==> config.mk <==
export PLATFORM = sky130hd
export DESIGN_NAME = link_motion_ctrl_flat
export DESIGN_NICKNAME = d
export VERILOG_FILES = /design/src/rtl/link_motion_if.sv /design/src/rtl/link_motion_ctrl.sv /design/src/flat_wrapper.sv
export SDC_FILE = /design/constraint.sdc
export NUM_CORES = 1
export LEC_CHECK = 0
export CAP_MARGIN = 20
export CORE_ASPECT_RATIO = 1.2
export CORE_MARGIN = 4
export CORE_UTILIZATION = 35
export CTS_CLUSTER_DIAMETER = 80
export DETAILED_ROUTE_END_ITERATION = 16
export PLACE_DENSITY = 0.58
export SLEW_MARGIN = 20
export SYNTH_ARGS = -nofsm -noshare
export SYNTH_HDL_FRONTEND = slang
export SYNTH_SLANG_ARGS = --single-unit
==> constraint.sdc <==
create_clock -name vga_clk -period 5.8 [get_ports vga_clk]
set_input_delay 0.87 -clock vga_clk [delete_from_list [all_inputs] [get_ports vga_clk]]
set_output_delay 0.87 -clock vga_clk [all_outputs]
set_load 0.05 [all_outputs]
==> src/rtl/link_motion_if.sv <==
// Sprite-motion bundle between link_motion_ctrl (master) and the sprite renderer (slave):
// raster position, keycode and collision in; sprite position and animation state out.
interface link_motion_if;
    logic [9:0] DrawX;
    logic [9:0] DrawY;
    logic [7:0] keycode;
    logic       collision;
    logic [9:0] spriteX;
    logic [9:0] spriteY;
    logic [9:0] sprite_size;
    logic [1:0] facing;
    logic       anim_frame;
    logic       frame_update;
    logic       blocked;

    modport master (
        input  DrawX, DrawY, keycode, collision,
        output spriteX, spriteY, sprite_size, facing, anim_frame, frame_update, blocked
    );

    modport slave (
        output DrawX, DrawY, keycode, collision,
        input  spriteX, spriteY, sprite_size, facing, anim_frame, frame_update, blocked
    );
endinterface

==> src/rtl/link_motion_ctrl.sv <==
// Player sprite position/facing/walk animation, updated once per video frame with collision
// rollback and a post-collision lockout. Define SCREEN_WRAP_EN to wrap at screen edges instead of clamping.
module link_motion_ctrl #(
    parameter int INIT_X       = 304,
    parameter int INIT_Y       = 224,
    parameter int STEP         = 2,
    parameter int SPRITE_SIZE  = 32,
    parameter int H_ACTIVE     = 640,
    parameter int V_ACTIVE     = 480,
    parameter int ANIM_DIV     = 8,
    parameter int BLOCK_FRAMES = 4
) (
    input  logic          vga_clk,
    input  logic          Reset,
    link_motion_if.master lm
);
    localparam logic [7:0] KEY_UP    = 8'h1A;
    localparam logic [7:0] KEY_DOWN  = 8'h16;
    localparam logic [7:0] KEY_LEFT  = 8'h04;
    localparam logic [7:0] KEY_RIGHT = 8'h07;

    localparam logic [1:0] DIR_UP    = 2'd0;
    localparam logic [1:0] DIR_DOWN  = 2'd1;
    localparam logic [1:0] DIR_LEFT  = 2'd2;
    localparam logic [1:0] DIR_RIGHT = 2'd3;

    localparam int ANIM_W = $clog2(ANIM_DIV + 1);
    localparam int BLK_W  = $clog2(BLOCK_FRAMES + 1);

    localparam logic signed [10:0] STEP_S = 11'(STEP);
    localparam logic signed [10:0] X_MAX  = 11'(H_ACTIVE - SPRITE_SIZE);
    localparam logic signed [10:0] Y_MAX  = 11'(V_ACTIVE - SPRITE_SIZE);

    localparam logic [9:0]        TICK_LINE = 10'(V_ACTIVE);
    localparam logic [9:0]        INIT_X_V  = 10'(INIT_X);
    localparam logic [9:0]        INIT_Y_V  = 10'(INIT_Y);
    localparam logic [9:0]        SIZE_V    = 10'(SPRITE_SIZE);
    localparam logic [ANIM_W-1:0] ANIM_LAST = ANIM_W'(ANIM_DIV - 1);
    localparam logic [BLK_W-1:0]  BLK_LOAD  = BLK_W'(BLOCK_FRAMES - 1);

    typedef enum logic [1:0] {S_IDLE, S_WALK, S_BLOCKED} state_t;

    state_t            state;
    logic              tick_cmp_p0;
    logic              tick_cmp_p1;
    logic              tick_vld;
    logic              hit_q;
    logic              hit;
    logic [9:0]        pos_x;
    logic [9:0]        pos_y;
    logic [9:0]        safe_x;
    logic [9:0]        safe_y;
    logic [1:0]        facing_q;
    logic              anim_q;
    logic              fu_q;
    logic              blk_q;
    logic [ANIM_W-1:0] anim_cnt;
    logic [BLK_W-1:0]  blk_cnt;
    logic              mv_en;
    logic [1:0]        mv_dir;

    // One STEP along an axis; signed 11-bit so a left/up move below zero is seen as negative.
    function automatic logic [9:0] step_coord(input logic [9:0] pos, input logic neg,
                                              input logic signed [10:0] lim);
        logic signed [10:0] cur;
        logic signed [10:0] nxt;
        cur = signed'({1'b0, pos});
        nxt = neg ? (cur - STEP_S) : (cur + STEP_S);
`ifdef SCREEN_WRAP_EN
        if (nxt[10])         nxt = lim;
        else if (nxt > lim)  nxt = '0;
`else
        if (nxt[10])         nxt = '0;
        else if (nxt > lim)  nxt = lim;
`endif
        return nxt[9:0];
    endfunction

    always_comb begin
        mv_en  = 1'b1;
        mv_dir = DIR_DOWN;
        case (lm.keycode)
            KEY_UP:    mv_dir = DIR_UP;
            KEY_DOWN:  mv_dir = DIR_DOWN;
            KEY_LEFT:  mv_dir = DIR_LEFT;
            KEY_RIGHT: mv_dir = DIR_RIGHT;
            default:   mv_en  = 1'b0;
        endcase
    end

    // Rising edge of the registered compare: one tick per frame however long the compare holds.
    assign tick_vld = tick_cmp_p0 & ~tick_cmp_p1;
    assign hit      = hit_q | lm.collision;

    always_ff @(posedge vga_clk) begin
        if (Reset) begin
            tick_cmp_p0 <= 1'b0;
            tick_cmp_p1 <= 1'b0;
            hit_q       <= 1'b0;
            state       <= S_IDLE;
            pos_x       <= INIT_X_V;
            pos_y       <= INIT_Y_V;
            safe_x      <= INIT_X_V;
            safe_y      <= INIT_Y_V;
            facing_q    <= DIR_DOWN;
            anim_q      <= 1'b0;
            anim_cnt    <= '0;
            blk_cnt     <= '0;
            fu_q        <= 1'b0;
            blk_q       <= 1'b0;
        end else begin
            tick_cmp_p0 <= (lm.DrawY == TICK_LINE) && (lm.DrawX == 10'd0);
            tick_cmp_p1 <= tick_cmp_p0;
            hit_q       <= tick_vld ? 1'b0 : (hit_q | lm.collision);
            fu_q        <= tick_vld;
            if (tick_vld) begin
                case (state)
                    S_BLOCKED: begin
                        if (blk_cnt == '0) begin
                            state <= S_IDLE;
                            blk_q <= 1'b0;
                        end else begin
                            blk_cnt <= blk_cnt - BLK_W'(1);
                        end
                    end
                    default: begin
                        if (hit) begin
                            pos_x    <= safe_x;
                            pos_y    <= safe_y;
                            state    <= S_BLOCKED;
                            blk_q    <= 1'b1;
                            blk_cnt  <= BLK_LOAD;
                            anim_q   <= 1'b0;
                            anim_cnt <= '0;
                        end else if (mv_en) begin
                            safe_x   <= pos_x;
                            safe_y   <= pos_y;
                            facing_q <= mv_dir;
                            state    <= S_WALK;
                            case (mv_dir)
                                DIR_UP:   pos_y <= step_coord(pos_y, 1'b1, Y_MAX);
                                DIR_DOWN: pos_y <= step_coord(pos_y, 1'b0, Y_MAX);
                                DIR_LEFT: pos_x <= step_coord(pos_x, 1'b1, X_MAX);
                                default:  pos_x <= step_coord(pos_x, 1'b0, X_MAX);
                            endcase
                            if (anim_cnt == ANIM_LAST) begin
                                anim_cnt <= '0;
                                anim_q   <= ~anim_q;
                            end else begin
                                anim_cnt <= anim_cnt + ANIM_W'(1);
                            end
                        end else begin
                            safe_x   <= pos_x;
                            safe_y   <= pos_y;
                            state    <= S_IDLE;
                            anim_q   <= 1'b0;
                            anim_cnt <= '0;
                        end
                    end
                endcase
            end
        end
    end

    assign lm.spriteX      = pos_x;
    assign lm.spriteY      = pos_y;
    assign lm.sprite_size  = SIZE_V;
    assign lm.facing       = facing_q;
    assign lm.anim_frame   = anim_q;
    assign lm.frame_update = fu_q;
    assign lm.blocked      = blk_q;
endmodule
==> src/flat_wrapper.sv <==
// flat-port wrapper written by rule: the top's interface ports become plain ports
module link_motion_ctrl_flat 
#(
    parameter int INIT_X       = 304,
    parameter int INIT_Y       = 224,
    parameter int STEP         = 2,
    parameter int SPRITE_SIZE  = 32,
    parameter int H_ACTIVE     = 640,
    parameter int V_ACTIVE     = 480,
    parameter int ANIM_DIV     = 8,
    parameter int BLOCK_FRAMES = 4
)
  (vga_clk, Reset, lm_DrawX, lm_DrawY, lm_keycode, lm_collision, lm_spriteX, lm_spriteY, lm_sprite_size, lm_facing, lm_anim_frame, lm_frame_update, lm_blocked);
  link_motion_if lm_i ();
  input  logic vga_clk;
  input  logic Reset;
  input wire logic [$bits(lm_i.DrawX)-1:0] lm_DrawX;
  input wire logic [$bits(lm_i.DrawY)-1:0] lm_DrawY;
  input wire logic [$bits(lm_i.keycode)-1:0] lm_keycode;
  input wire logic [$bits(lm_i.collision)-1:0] lm_collision;
  output wire logic [$bits(lm_i.spriteX)-1:0] lm_spriteX;
  output wire logic [$bits(lm_i.spriteY)-1:0] lm_spriteY;
  output wire logic [$bits(lm_i.sprite_size)-1:0] lm_sprite_size;
  output wire logic [$bits(lm_i.facing)-1:0] lm_facing;
  output wire logic [$bits(lm_i.anim_frame)-1:0] lm_anim_frame;
  output wire logic [$bits(lm_i.frame_update)-1:0] lm_frame_update;
  output wire logic [$bits(lm_i.blocked)-1:0] lm_blocked;
  assign lm_i.DrawX = lm_DrawX;
  assign lm_i.DrawY = lm_DrawY;
  assign lm_i.keycode = lm_keycode;
  assign lm_i.collision = lm_collision;
  assign lm_spriteX = lm_i.spriteX;
  assign lm_spriteY = lm_i.spriteY;
  assign lm_sprite_size = lm_i.sprite_size;
  assign lm_facing = lm_i.facing;
  assign lm_anim_frame = lm_i.anim_frame;
  assign lm_frame_update = lm_i.frame_update;
  assign lm_blocked = lm_i.blocked;
  link_motion_ctrl #(.INIT_X(INIT_X), .INIT_Y(INIT_Y), .STEP(STEP), .SPRITE_SIZE(SPRITE_SIZE), .H_ACTIVE(H_ACTIVE), .V_ACTIVE(V_ACTIVE), .ANIM_DIV(ANIM_DIV), .BLOCK_FRAMES(BLOCK_FRAMES)) u_core (.vga_clk(vga_clk), .Reset(Reset), .lm(lm_i));
endmodule
======== Word-level counts from Yosys, hierarchy flattened ========
Index checks and enable logic that the tools add are counted.
storage, ports and cells
  register bits ........................... 57
  output and inout port bits .............. 35
  word-level logic and storage cells ...... 94
  input bits .............................. 31
operators by class
  bitwise operators ....................... 6
  add/sub/neg operators ................... 6
  eq/ne operators ......................... 13
  reduce and logical (&&, ||, !) cells .... 19
  mux-type cells .......................... 32
  magnitude comparators ................... 4
operators by type and width
  operator                                                                  count
  10-bit two-way mux                                                        12
  10-bit case mux with 2 select lines                                       2
  10-bit by 2-bit adder with 11-bit output (second input constant)          2
  11-bit by 10-bit > comparator with 1-bit output (second input constant)   2
  11-bit > comparator (second input constant)                               2
  10-bit by 2-bit subtractor with 11-bit output (second input constant)     2
  8-bit by 3-bit equality test with 1-bit output (second input constant)    2
  8-bit by 5-bit equality test with 1-bit output (second input constant)    2
  4-bit two-way mux                                                         3
  3-bit AND reduction                                                       4
  4-bit AND reduction                                                       3
  10-bit by 9-bit equality test with 1-bit output (second input constant)   1
  10-bit zero test                                                          1
  3-bit two-way mux                                                         3
  1-bit two-way mux                                                         8
  2-bit two-way mux                                                         3
  2-bit case mux with 3 select lines                                        1
  4-bit by 1-bit adder with 4-bit output (second input constant)            1
  2-bit equality test (second input constant)                               2
  4-bit by 3-bit equality test with 1-bit output (second input constant)    1
  2-bit by 1-bit inequality test with 1-bit output (second input constant)  2
  1-bit NOT                                                                 4
  2-bit AND reduction                                                       2
  2-bit nonzero test                                                        2
  12 further kinds                                                          13

======== Longest topological paths before layout ========
  word-level depth ........................ 7
  gate-level depth with buffers ........... 10
  depth with buffers taken out ............ 9

======== Worst setup path before layout ========
Ideal clock, no wire load.
  path type ............................... register -> register
  from .................................... register u_core.pos_x[1], in the netlist u_core.lm.spriteX[1]
  to ...................................... register u_core.pos_x[0], in the netlist u_core.lm.spriteX[0]
  clock period less this slack ............ 2598 ps
  stages on the path, launching flop included .. 11
  required time ........................... 5730 ps
  buffers on the path ..................... 1
  library setup time ...................... 70 ps
  data arrival time ....................... 2528 ps
  path slack .............................. 3202 ps
  path through ............................ dfxtp_1 -> clkbuf_1 -> inv_1 -> ha_1 -> or3b_4 -> nor4_2 -> mux2i_1 -> a21oi_1 -> nor2_1 -> o211ai_1 -> a21oi_1
between the ends
  word-level cells in the longest chain between the ends .. 7
  elaborated cells between the ends (all ways) .. 11
  those cells by class .................... 2 x add/sub; 2 x order compare; 7 x mux
RTL lines
  what                                                                                                       line                     source
  start, declared                                                                                            link_motion_ctrl.sv:49   logic [9:0] pos_x;
  start signal, assigned                                                                                     link_motion_ctrl.sv:143  DIR_LEFT: pos_x <= step_coord(pos_x, 1'b1, X_MAX);
  start signal, assigned                                                                                     link_motion_ctrl.sv:144  default: pos_x <= step_coord(pos_x, 1'b0, X_MAX);
  10-bit by 2-bit adder with 11-bit output or 10-bit by 2-bit subtractor with 11-bit output (tied branches)  --
  11-bit > comparator                                                                                        link_motion_ctrl.sv:74   else if (nxt > lim) nxt = lim;
  10-bit two-way mux                                                                                         link_motion_ctrl.sv:74
  10-bit two-way mux                                                                                         link_motion_ctrl.sv:73   if (nxt[10]) nxt = '0;
  10-bit case mux with 2 select lines (*)                                                                    link_motion_ctrl.sv:140  case (mv_dir)
  10-bit two-way mux (*)                                                                                     link_motion_ctrl.sv:135  end else if (mv_en) begin
  10-bit two-way mux (*)                                                                                     link_motion_ctrl.sv:127  if (hit) begin
Every way passes the cells marked *; elsewhere a longest branch is shown, timed or not. The select of a mux whose other input is x is not followed.
A chain may end at the register's enable or synchronous reset.

======== Final worst setup path ========
  from .................................... input port lm_keycode[2]
  to ...................................... register u_core.pos_x[6], in the netlist u_core.lm.spriteX[6]
between the ends
  word-level cells in the longest chain between the ends .. 7
  elaborated cells between the ends (all ways) .. 17
  those cells by class .................... 7 x eq/ne; 5 x mux; 5 x reduce/logical
RTL lines
  what                                                                                                              line                     source
  start, declared                                                                                                   flat_wrapper.sv:19       input wire logic [$bits(lm_i.keycode)-1:0] lm_keycode;
  8-bit by 3-bit equality test with 1-bit output or 8-bit by 5-bit equality test with 1-bit output (tied branches)  link_motion_ctrl.sv:82   case (lm.keycode)
  2-bit case mux with 3 select lines                                                                                link_motion_ctrl.sv:82
  2-bit by 1-bit equality test with 1-bit output or 2-bit zero test (tied branches)                                 link_motion_ctrl.sv:140
  2-bit OR reduction (no line)                                                                                      --
  10-bit case mux with 2 select lines                                                                               link_motion_ctrl.sv:140
  10-bit two-way mux                                                                                                link_motion_ctrl.sv:135
  10-bit two-way mux                                                                                                link_motion_ctrl.sv:127
Several ways; a longest one is shown, not always the timed one. The select of a mux whose other input is x is not followed.

==> metrics.md <==
| Metric | Value |
|---|---|
| Final max-slew violation count | 0 |
| Internal cell power | 0.706 mW |
| Leakage dissipation | 1.64 nW |
| Final cell area excluding filler cells | 0.00468 mm2 |
| CTS sink cnt | 57 |
| Final HPWL DP | 7.64 mm |
| Average wire per cell in the routed design | 15.6 um |
| Clock skew after layout | 0.00617 ns |
| Async set-reset flop share out of synthesis | 0 |
| Number of warnings printed during yosys synthesis | 0 |
| Switching share of total power | 0.232 |
| Depth of the most critical reg-to-reg path | 5 |
| Maximum cell stage delay along the critical path | 0.54 ns |
| Sw Pwr | 0.214 mW |
| Via count of the first global-routing pass | 3,667 |
| Fillers | 1,085 |
| TritonCTS clock tree | built |
| Placement Rows | 42 |
| PwrDens | 196 mW/mm2 |
| Critical R2R Launch | u_core.tick_cmp_p0 |
| Transition at the pin with the smallest max-transition slack | 0.819 ns |
| Setup crit end kind | flop |
| Placed Instance Area | 0.00442 mm2 |
| Startpoint of the most critical hold path | u_core.tick_cmp_p1 |
| Multiplexer fraction of the synthesized cell area | 0.0106 |
| Gate Count Post-Synth | 531 |
| Hold endpoint | u_core.lm.frame_update |
| Total inserted antenna cells | 0 |
| Slack of the worst reg-to-reg path | 2.90 ns |
| Routability congestion estimate from global placement | 0.882 |
| Remaining antenna violation count after routing | 0 |
| Post-synthesis share of cell area spent on and, or, nand and nor gates | 0.316 |
| Number of buffers inserted during clock tree synthesis | 9 |
| Number of setup buffers added after CTS | 0 |
| Synth Area in Compound Gates | 0.230 |
| Tot GR Track Use | 0.167 |
| Y dimension of the die | 124 um |
| Worst hold path depth | 1 |
| XOR/XNOR share of the synthesized area | 0.0515 |
| Synth Register Bits | 57 |
| Fmax | 316 MHz |
| Number of top-level design ports | 66 |
| Capturing point of the worst reg2reg path | u_core.lm.spriteX[1] |
| Sequential share of the synthesized area | 0.292 |
| Max Buffers Root-to-Sink | 2 |
| Die X | 104 um |
| Aggregate negative setup slack | 0 ns |
| Detailed Route Iter0 Violations | 302 |
| Wire length of the first global-routing pass | 17.8 mm |
| Class of the tightest hold or removal check | reg -> reg |
| Share of final-layout standard cells stronger than drive strength 1 | 0.0606 |
| Area fraction of the dominant cell type after synthesis | 0.292 |
| Via count | 3,827 |
| Number of hold buffers added after cts | 0 |
| Clk pin slew, worst setup/hold paths | 0.05 ns |
| Yosys top cell by area | dfxtp_1 |
| Adder-cell share of the synthesized area | 0.0224 |
| WP data required | 5.96 ns |
| H-tree levels | 3 |
| Avg Vias per Cell | 5.52 |
| RSZ-0062 raised after global routing | false |
| Most used DFF post-synth | dfxtp_1 |
| Element type at the critical path start | input port |
| Sequential group share of total power | 0.429 |
| Pin count of the biggest net entering global routing | 64 |
| Number of optimization iterations in the first detailed-route pass | 5 |
| Buffers on Ports | 55 |
| Root cell of the clock tree | clkbuf_16 |
| Number of antenna violations at the first check in global routing | 0 |
| Average footprint of a synthesized cell | 7.36 um2 |
| Maximum Capacitance Violations | 0 |
| Crit Path Class | in -> reg |
| Worst hold margin | 0.450 ns |
| Crit Path Max Fanout | 7 |
| Worst supply voltage drop on vdd | 154 uV |
| Final period util | 0.546 |
| Area growth, synth to finish | 19.7% |
| Insertion delay of the later-clocked pin in the worst-skew pair | 0.32 ns |
| Count of nets after finishing | 594 |
| Delay-heaviest family, CP | compound AO/OA/AOI/OAI gates |
| Shortest clock period the worst path allows after layout | 3.17 ns |
| Summed instance area of the synthesized netlist | 0.00391 mm2 |
| Final wirelength | 10.8 mm |
| CP max-delay cell | clkdlybuf4s50_1 |
| Leading post-synthesis cells by instance count | nand2_1, dfxtp_1, nor2_1 |
| Area of the die | 0.0129 mm2 |
| Unique masters post-synth | 62 |
| Post-cts repair resize count | 0 |
| Final-report setup violation count | 0 |
| Core Area | 0.0110 mm2 |
| Drc violations | 0 |
| Number of flops mapped to enable cells by yosys | 0 |
| Count leader, synth | nand2_1 |
| Starting utilization of the core area | 0.356 |
| Cells traversed along the worst timing path | clkdlybuf4s50_1 -> or3b_2 -> nor2_1 -> nand2_1 -> a21oi_1 -> o21ai_0 -> a211oi_1 -> a221oi_1 |
| Buffering stage count on the worst path with inverters included | 1 |
| Fraction of power consumed by combinational cells | 0.076 |
| Remaining Overflow, GRT | 0 |
| Worst slew margin relative to its limit | 0.453 |
| Part of the power in the clock network | 0.496 |
| Crit path arrival time | 3.33 ns |
| Largest family of logic cells by synthesized area | simple AND/OR/NAND/NOR gates |
| Outcome | completed |
| Final-report hold violation count | 0 |
| Main area contributors after synthesis | dfxtp_1, nand2_1, a21oi_1 |
state kept, by name, indices dropped and copies added, names as in the netlist, 2 cells and up:
| register | count |
|---|---|
| u_core.lm.spriteX | 10 |
| u_core.lm.spriteY | 10 |
| u_core.safe_x | 10 |
| u_core.safe_y | 10 |
| u_core.anim_cnt | 4 |
| u_core.blk_cnt | 3 |
| u_core.lm.facing | 2 |
| u_core.state | 2 |
how the worst max path moves through the flow:
stage / startpoint / end / cells after the start
3_5_place_dp: lm_keycode[1] / u_core.lm.spriteX[5] / 7
2_1_floorplan: u_core.lm.spriteX[1] / u_core.lm.spriteX[0] / 10
3_3_place_gp: lm_keycode[1] / u_core.lm.spriteX[5] / 7
6_report: lm_keycode[2] / u_core.lm.spriteX[6] / 8
5_1_grt: lm_keycode[2] / u_core.lm.spriteX[6] / 8
4_1_cts: lm_keycode[1] / u_core.lm.spriteX[5] / 7
kinds of logic (layout without fill, tap and decap cells):
family          count (synthesis)  count (layout)
simple gates                  237             237
fa+ha+maj                       7               7
compound gates                137             137
flops                          57              57
xor+xnor                       23              23
buf+inv                        64              86
mux                             4               4
other cells                     2              10
through the flow:
stage               worst slack, ns  utilization  std cells  power (mW)
floorplan                      3.20            -        539       0.448
global route                   2.37        0.426        693       0.955
global placement               2.37        0.403        677       0.471
detailed placement             2.32        0.403        677       0.472
CTS                            2.64        0.426        693       0.927
finish                         2.63        0.426        693       0.919
area by class of cell:
cell class	instances	area, um2	share of cell area
Tap cell	132	165	0.0353
Timing Repair Buffer	58	568	0.121
Inverter	12	45.0	0.00963
Sequential cell	57	1140	0.244
Clock inverter	4	20.0	0.00428
Clock buffer	12	236	0.0505
Multi-Input combinational cell	418	2500	0.535
power by group through the flow:
stage	logic [mW]	registers [mW]	clock network (mW)
2_1_floorplan	0.0434	0.404	0
3_3_place_gp	0.0689	0.402	0
3_5_place_dp	0.0696	0.402	0
4_1_cts	0.0697	0.394	0.463
5_1_grt	0.0743	0.394	0.487
6_report	0.0697	0.394	0.456
routing by layer:
metal / part of all wire / track usage / vias up / wire length, um
met5: 0 / 0 / - / 0
met2: 0.48 / 0.295 / 117 / 5220
met4: 0.027 / 0.0715 / 0 / 287
li1: - / - / 1934 / -
met1: 0.44 / 0.203 / 1754 / 4750
met3: 0.048 / 0.0244 / 22 / 514
layout by cell type, fill, tap and decap left out, drive strengths merged, types with 8 or more instances in the layout:
cell type,Yosys,layout
a22oi,9,9
o21ai,20,20
and3,8,8
nand2,80,80
a211oi,11,11
a31oi,8,8
inv,12,12
or3,8,8
nand2b,9,9
a21oi,38,38
clkbuf,36,12
xor2,9,9
nor2,42,42
clkdlybuf4s50,0,54
xnor2,14,14
nand3b,11,11
dfxtp,57,57
nor3,20,20
conb,2,10
nand3,16,16
Note: power is estimated with default switching activity, not from simulation.
